## src/rtl/data_bus_responder.sv

```systemverilog
// Data-bus responder for the single-cycle core: word RAM plus a GPIO/timer/fault MMIO block.
// Reads are combinational with zero latency. Writes commit at the next rising edge. The bus has no backpressure.
module data_bus_responder #(
   parameter int unsigned RAM_WORDS = 64,
   parameter logic [31:0] MMIO_BASE = 32'h0000_1000
) (
   input  logic        clk,
   input  logic        reset,
   input  logic        MemWrite,
   input  logic [31:0] DataAdr,
   input  logic [31:0] WriteData,
   output logic [31:0] ReadData,
   output logic [31:0] GpioOut,
   output logic        TimerIrq,
   output logic        Fault
);

   localparam int unsigned AW        = (RAM_WORDS > 1) ? $clog2(RAM_WORDS) : 1;
   localparam logic [31:0] RAM_BYTES = 32'(RAM_WORDS * 4);
   localparam logic [31:0] MMIO_SPAN = 32'h0000_0014;

   localparam logic [2:0] REG_GPIO   = 3'd0;
   localparam logic [2:0] REG_COUNT  = 3'd1;
   localparam logic [2:0] REG_CMP    = 3'd2;
   localparam logic [2:0] REG_STATUS = 3'd3;
   localparam logic [2:0] REG_FADDR  = 3'd4;

   logic [31:0] ram [RAM_WORDS];

   logic [31:0] gpio_q;
   logic [31:0] count_q;
   logic [31:0] cmp_q;
   logic [31:0] fault_addr_q;
   logic        match_q;
   logic        en_q;
   logic        fault_q;
   logic        irq_en_q;

   logic          misaligned;
   logic          ram_hit;
   logic          mmio_hit;
   logic          bad_access;
   logic [31:0]   mmio_off;
   logic [2:0]    reg_idx;
   logic [AW-1:0] ram_idx;

   logic wr_ok;
   logic ram_we;
   logic mmio_we;
   logic wr_gpio;
   logic wr_count;
   logic wr_cmp;
   logic wr_status;
   logic count_eq;
   logic match_set;

   // Address decode; RAM wins if a parameter choice ever makes the windows overlap.
   assign misaligned = (DataAdr[1:0] != 2'b00);
   assign ram_hit    = (DataAdr < RAM_BYTES);
   assign mmio_off   = DataAdr - MMIO_BASE;
   assign mmio_hit   = (DataAdr >= MMIO_BASE) && (mmio_off < MMIO_SPAN);
   assign bad_access = misaligned | ~(ram_hit | mmio_hit);
   assign reg_idx    = mmio_off[4:2];
   assign ram_idx    = DataAdr[AW+1:2];

   // A faulting write is dropped entirely, including any W1C it would have carried.
   assign wr_ok     = MemWrite & ~bad_access;
   assign ram_we    = wr_ok & ram_hit;
   assign mmio_we   = wr_ok & ~ram_hit & mmio_hit;
   assign wr_gpio   = mmio_we & (reg_idx == REG_GPIO);
   assign wr_count  = mmio_we & (reg_idx == REG_COUNT);
   assign wr_cmp    = mmio_we & (reg_idx == REG_CMP);
   assign wr_status = mmio_we & (reg_idx == REG_STATUS);

   assign count_eq  = (count_q == cmp_q);
   assign match_set = en_q & count_eq & ~wr_count;

   always_ff @(posedge clk) begin
      if (ram_we) begin
         ram[ram_idx] <= WriteData;
      end
   end

   always_ff @(posedge clk or posedge reset) begin
      if (reset) begin
         gpio_q       <= '0;
         count_q      <= '0;
         cmp_q        <= '0;
         fault_addr_q <= '0;
         match_q      <= 1'b0;
         en_q         <= 1'b0;
         fault_q      <= 1'b0;
         irq_en_q     <= 1'b0;
      end else begin
         if (wr_gpio) begin
            gpio_q <= WriteData;
         end
         if (wr_cmp) begin
            cmp_q <= WriteData;
         end

         if (wr_count) begin
            count_q <= WriteData;
         end else if (en_q) begin
            count_q <= count_eq ? '0 : count_q + 32'd1;
         end

         // Sticky flags: a new event in the same cycle beats the W1C.
         if (match_set) begin
            match_q <= 1'b1;
         end else if (wr_status && WriteData[0]) begin
            match_q <= 1'b0;
         end

         if (wr_status) begin
            en_q     <= WriteData[1];
            irq_en_q <= WriteData[3];
         end

         if (bad_access) begin
            fault_q      <= 1'b1;
            fault_addr_q <= DataAdr;
         end else if (wr_status && WriteData[2]) begin
            fault_q <= 1'b0;
         end
      end
   end

   always_comb begin
      ReadData = '0;
      if (!bad_access) begin
         if (ram_hit) begin
            ReadData = ram[ram_idx];
         end else begin
            case (reg_idx)
               REG_GPIO:   ReadData = gpio_q;
               REG_COUNT:  ReadData = count_q;
               REG_CMP:    ReadData = cmp_q;
               REG_STATUS: ReadData = {28'd0, irq_en_q, fault_q, en_q, match_q};
               REG_FADDR:  ReadData = fault_addr_q;
               default:    ReadData = '0;
            endcase
         end
      end
   end

   assign GpioOut  = gpio_q;
   assign TimerIrq = match_q & irq_en_q;
   assign Fault    = fault_q;

endmodule

```

## config.mk

```make
export PLATFORM = sky130hd
export DESIGN_NAME = data_bus_responder
export DESIGN_NICKNAME = d
export VERILOG_FILES = /design/src/rtl/data_bus_responder.sv
export SDC_FILE = /design/constraint.sdc
export NUM_CORES = 2
export LEC_CHECK = 0
export BUFFER_PORTS_ARGS = -buffer_cell sky130_fd_sc_hd__buf_2
export CORE_UTILIZATION = 35
export CTS_CLUSTER_DIAMETER = 50
export DETAILED_ROUTE_END_ITERATION = 6
export PLACE_DENSITY = 0.56
export REMOVE_ABC_BUFFERS = 1
export SLEW_MARGIN = 20
export SYNTH_ARGS = -nofsm -noshare
export SYNTH_HDL_FRONTEND = slang
export SYNTH_SLANG_ARGS = --single-unit
```

## constraint.sdc

```tcl
create_clock -name clk -period 4.8 [get_ports clk]
set_clock_uncertainty 0.1 [all_clocks]
set_input_delay 0.72 -clock clk [delete_from_list [all_inputs] [get_ports clk]]
set_output_delay 0.72 -clock clk [all_outputs]
set_load 0.03 [all_outputs]
```

* Word-level counts from Yosys, hierarchy flattened
Memories as Yosys holds them, arrays and structs flattened. Index checks and enable logic that the tools add are counted.
Storage, ports and cells: register bits after elaboration 132, output and inout bits 66, input bits 67, RAM bits 2048, memories 1
Memory list:
- ram | depth 64, bits a word 32, rd ports 1, clocked after Yosys merged registers in 0, wr ports 1, line 28 | logic [31:0] ram [RAM_WORDS];
Operators by class: mux-type cells 12, bitwise operators 17, $add $sub $neg 2, reduce and logical (&&, ||, !) cells 8, magnitude comparators 3, equality and inequality tests 5
Operators by type and width (number):
- $mux 32 | 5
- $pmux 32 s5 | 1
- $add 32x1->32 const B | 1
- $eq 32x32->1 | 1
- $ge 32x13->1 const B | 1
- $lt 32x5->1 const B | 1
- $lt 32x9->1 const B | 1
- $sub 32x13->32 const B | 1
- $and 1x1->1 | 11
- $reduce_bool 2->1 | 4
- $eq 3x2->1 const B | 2
- $mux 1 | 6
- $not 1->1 | 4
- $eq 3x1->1 const B | 1
- $eq 3x3->1 const B | 1
- $logic_and 1x1->1 | 3
- $logic_not 3->1 | 1
- $or 1x1->1 | 2

* Logic depth before layout (Yosys ltp)
word-level depth 14, gate-level depth with buffers 13, mapped depth without buffers 8

* Least setup slack after synthesis
OpenSTA, ideal clock, no wires.
path type in2reg, from input port DataAdr[3], to memory ram[0][0] (enable), arrival 3.521 ns, slack 0.757 ns, data required time 4.279 ns, setup time 0.421 ns, cell stages on the path 9, path buffers 5, path through buf_4 -> or2_2 -> buf_2 -> buf_2 -> nor2_1 -> buf_2 -> buf_2 -> nand2_1 -> nor2_1
On the way: word-level cells in the longest chain between the ends 11, elaborated cells between the ends (all ways) 13, classes of those cells add/sub: 1; order compare: 3; mux: 2; bitwise: 6; reduce/logical: 1
Ends and longest elaborated chain:
- start, declared | line 10 | input logic [31:0] DataAdr,
- $sub 32x13->32 | line 60 | assign mmio_off = DataAdr - MMIO_BASE;
- $lt 32x5->1 | line 61 | assign mmio_hit = (DataAdr >= MMIO_BASE) && (mmio_off < MMIO_SPAN);
- $logic_and 1x1->1 | line 61
- $or 1x1->1 | line 62 | assign bad_access = misaligned | ~(ram_hit | mmio_hit);
- $not 1->1 | line 62
- $or 1x1->1 | line 62
- $not 1->1 | line 67 | assign wr_ok = MemWrite & ~bad_access;
- $and 1x1->1 | line 67
- $and 1x1->1 | line 68 | assign ram_we = wr_ok & ram_hit;
- $mux 1 | line 79 | if (ram_we) begin
- $mux 1 (implied by the code) | line 80 | ram[ram_idx] <= WriteData;
- end, declared | line 28
Parallel ways exist; a longest one is shown, timed or not.

* Final worst setup path
from input port DataAdr[4], to output port ReadData[14]
On the way: word-level cells in the longest chain between the ends 7, elaborated cells between the ends (all ways) 17, classes of those cells add/sub: 1; order compare: 3; eq/ne: 4; mux: 3; bitwise: 3; reduce/logical: 2; memory: 1
Ends and longest elaborated chain:
- $sub 32x13->32 | line 60
- $lt 32x5->1 | line 61
- $logic_and 1x1->1 | line 61
- $or 1x1->1 | line 62
- $not 1->1 | line 62
- $or 1x1->1 | line 62
- $mux 32 (*) | line 131 | if (!bad_access) begin
- end, declared | line 12 | output logic [31:0] ReadData,
Every way passes the cells marked *; elsewhere a longest branch is shown, timed or not.

==> run metrics <==
final hold vios=0; slowest CP cell=a41o_1; CTS H-tree lvls=4; P per Cell Area=400.2 nW/um2; Most Crowded Layer GR=met2; worst skew pair latency=0.88 ns; Final setup violation count=8; IO Pins=133; largest net degree at the start of global routing=115; dominant synthesized flop cell=edfxtp_1; post-route cell area=102600 um2; dpl hpwl=209.7 mm; Critical Path RT=3.98 ns; worst-path cell chain=buf_8, buf_4, buf_12, buf_4, o21ai_0, o21ai_0, a21oi_1, o21ai_0, a41o_1, buf_12, buf_2; CTS buffer count=232; max frequency=202.7 MHz; Placed Instance Area=94690 um2; Mapped Avg Cell Area=16.86 um2; clk buf depth=3; Synth async-reset ratio=6.055%; DRC=4; simple logic cell fraction of the synthesized area=3.510%; Flop pwr share=50.7%; Vias/cell=6.146; VDD IR-drop max=0.3381 mV; outcome=complete, but fails checks; Placer Congestion=0.9627; sw frac=23.56%; Clock Sinks=2180; first-pass GRT wire length=449.0 mm; Overflow after GRT=0; unrepaired setup endpoints after global routing=false; met3 Use GR=6.319%; DRT iter0 DRCs=10018; M1 GR Usage=35.96%; Layout area overhead=19.91%; period utilization=102.8%; Slew Limit Fails=0; Hold WC Path Type=input port to flop; chip width=496.5 um; die span in y=496.5 um; largest family of logic cells by synthesized area=compound AO/OA/AOI/OAI gates; Setup CP Type=input port to primary output; Detailed Routing Iterations Pass 1=7; EDFF count, synth=2048; Reg clk slew, reported paths=0.06 ns; R2R depth=8; layout cell share with drive strength beyond 1=25.79%; crit start category=input port; final hold slack=0.07066 ns; TritonCTS clock tree=built; Total GRT Usage=26.54%; internal power=31400 uW; Combinational Power Share=6.6%; met2 GRT Util=40.57%; row cnt=181; WP data arrival=4.11 ns; max_cap viols=0; fin nets=5738; post-synthesis xor/xnor area fraction=0.3274%; Setup WS pre-CTS=-0.6115 ns; multiplexer area fraction after synthesis=7.851%; cell mode on critical path=o21ai_0; IO Port Bufs=132; Hold Crit Depth=1; number of global-route vias before repair=52261; Mapped Cells=5076; root buffer cell=clkbuf_16; die area=246500 um2; synth warn=0; Clock Power Share=42.8%; initial antenna violation count=44; Starting Density=35.19%; Routed Antenna Nets=0; Slew @ Worst Pin=1.160 ns; Final WS setup=-0.1335 ns; Min Clock Period, post-route=4.934 ns; relative slew slack=22.38%; Crit Path Max Fanout=45; core box area=243200 um2; adder-cell area share of the yosys netlist=0.01462%; Compound-Gate Fraction of Synth Area=10.30%; vias=55822; register area share after synthesis=75.71%; Seq cells post-synth=2180; synth unique cells=80; failing checks=DRC, setup timing; Post-Synthesis Cell Area=85590 um2; detailed-route wire length=332.7 mm; DR WL/cell=36.63 um; CP max stage delay=0.56 ns; crit end category=primary output; Net Switching=9678 uW; static leakage=0.03372 uW
[power by group through the flow]
stage          clock (uW)  combinational, uW  sequential, uW
6_report            17600               2700           20800
5_1_grt             18400               2730           20800
4_1_cts             17700               2630           20800
3_5_place_dp            0               2590           21200
3_3_place_gp            0               2570           21200
2_1_floorplan           0                741           21200
[routing by layer]
metal,up-vias,part of all wire (%),wire length (um)
met1,29091,38,126500
met2,4054,45,149100
met5,-,0.060,199
met3,703,12,39900
met4,30,5.1,17060
li1,21944,-,-
[logic make-up after synthesis]
logic type / Yosys count
AND/OR/NAND/NOR: 669
adder cells (fa/ha/maj): 1
flip-flops: 2180
XOR/XNOR: 32
AO/OA/AOI/OAI: 1311
buffers and inverters: 368
multiplexers: 515
[critical path: cells and delay by family]
family,cells,cell delay (ns)
AO/OA/AOI/OAI,5,1.92
buffers and inverters,6,1.32
[cells in the final DEF (no fill, tap or decap), types with 15 or more instances in the layout]
cell and n:
clkbuf_1 49, nor2_4 65, o22ai_1 368, a222oi_1 16, a22oi_1 62, mux2i_1 158
clkbuf_16 235, dfrtp_1 132, nand3_1 28, clkinv_2 43, o22a_1 17, o21ai_0 217
buf_4 437, mux2_2 258, a31oi_1 25, mux4_2 94, xnor2_1 32, a211oi_1 47
o31ai_1 15, o221ai_1 158, nand4_1 22, buf_12 124, buf_2 126, nand2_1 202
a221oi_1 38, nor2b_1 20, a21oi_1 181, a21o_1 29, edfxtp_1 2048, nor3_1 38
clkinv_1 48, dlygate4sd3_1 23, and3_1 19, nor2_1 186
[flip-flops by register name (all words and copies together), names as in the netlist]
signal	cells
GpioOut	32
Fault	1
count_q	32
ram	2048
cmp_q	32
en_q	1
irq_en_q	1
fault_addr_q	32
match_q	1
[through the flow]
step                      util (%)  power [uW]  instances  TNS (ns)
after global placement       38.93       23780       8605    -5.288
after floorplan                  -       21950       4718    -36.89
after detailed placement     38.93       23790       8605    -2.220
after CTS                    42.13       41090       9068         0
after global routing         42.19       41910       9073         0
final                        42.20       41070       9082   -0.3462
[Yosys cell counts, types with 16 or more instances]
cell      count  share of area (%)
a211oi_1     48               0.42
a21o_1       29               0.25
a21oi_1     183                1.1
a221oi_1     43               0.44
a222oi_1     16               0.19
a22oi_1      62               0.54
a31oi_1      26               0.19
and3_1       20               0.15
buf_1        34               0.15
buf_2       150               0.88
buf_4        47               0.41
buf_6        22               0.29
clkbuf_1    102               0.45
dfrtp_1     132                3.9
edfxtp_1   2048                 72
mux2_2      258                3.4
mux2i_1     158                1.8
mux4_2       94                2.5
nand2_1     205               0.90
nand3_1      29               0.17
nand4_1      22               0.16
nor2_1      257                1.1
nor2b_1      20               0.15
nor3_1       38               0.22
o21ai_0     220                1.3
o221ai_1    159                1.6
o22a_1       17               0.17
o22ai_1     368                2.7
xnor2_1      32               0.33
[repair_timing]
item                                    4_1_cts  5_1_grt
buffers inserted                              6        2
cloned                                        1        0
gates resized for setup                      19       11
pin swaps                                     4        5
endpoints found under the hold margin        22       30
endpoints found under the setup margin       11        9
hold buffers                                 22        1
[cell type report]
cell class | count | area [um2]
multi-input combinational | 2528 | 19560
antenna | 10 | 25.02
sequential | 2180 | 64800
timing repair buffer | 718 | 6779
inverter | 10 | 51.30
clock inverter | 147 | 1297
tap | 3202 | 4006
clock buffer | 287 | 6106
fill | 21621 | 140600
[final timing paths]
kind                             startpoint          endpoint  slack, ns
max                              DataAdr[4]      ReadData[14]      -0.13
min                            WriteData[9]        ram[50][9]       0.07
max reg2reg                     count_q[26]       count_q[23]       1.83
min in group asynchronous             reset  fault_addr_q[24]       0.45
max in group asynchronous             reset       GpioOut[22]       3.25
min reg2reg                fault_addr_q[23]  fault_addr_q[23]       0.38
Power figures use the tool's default switching activity.
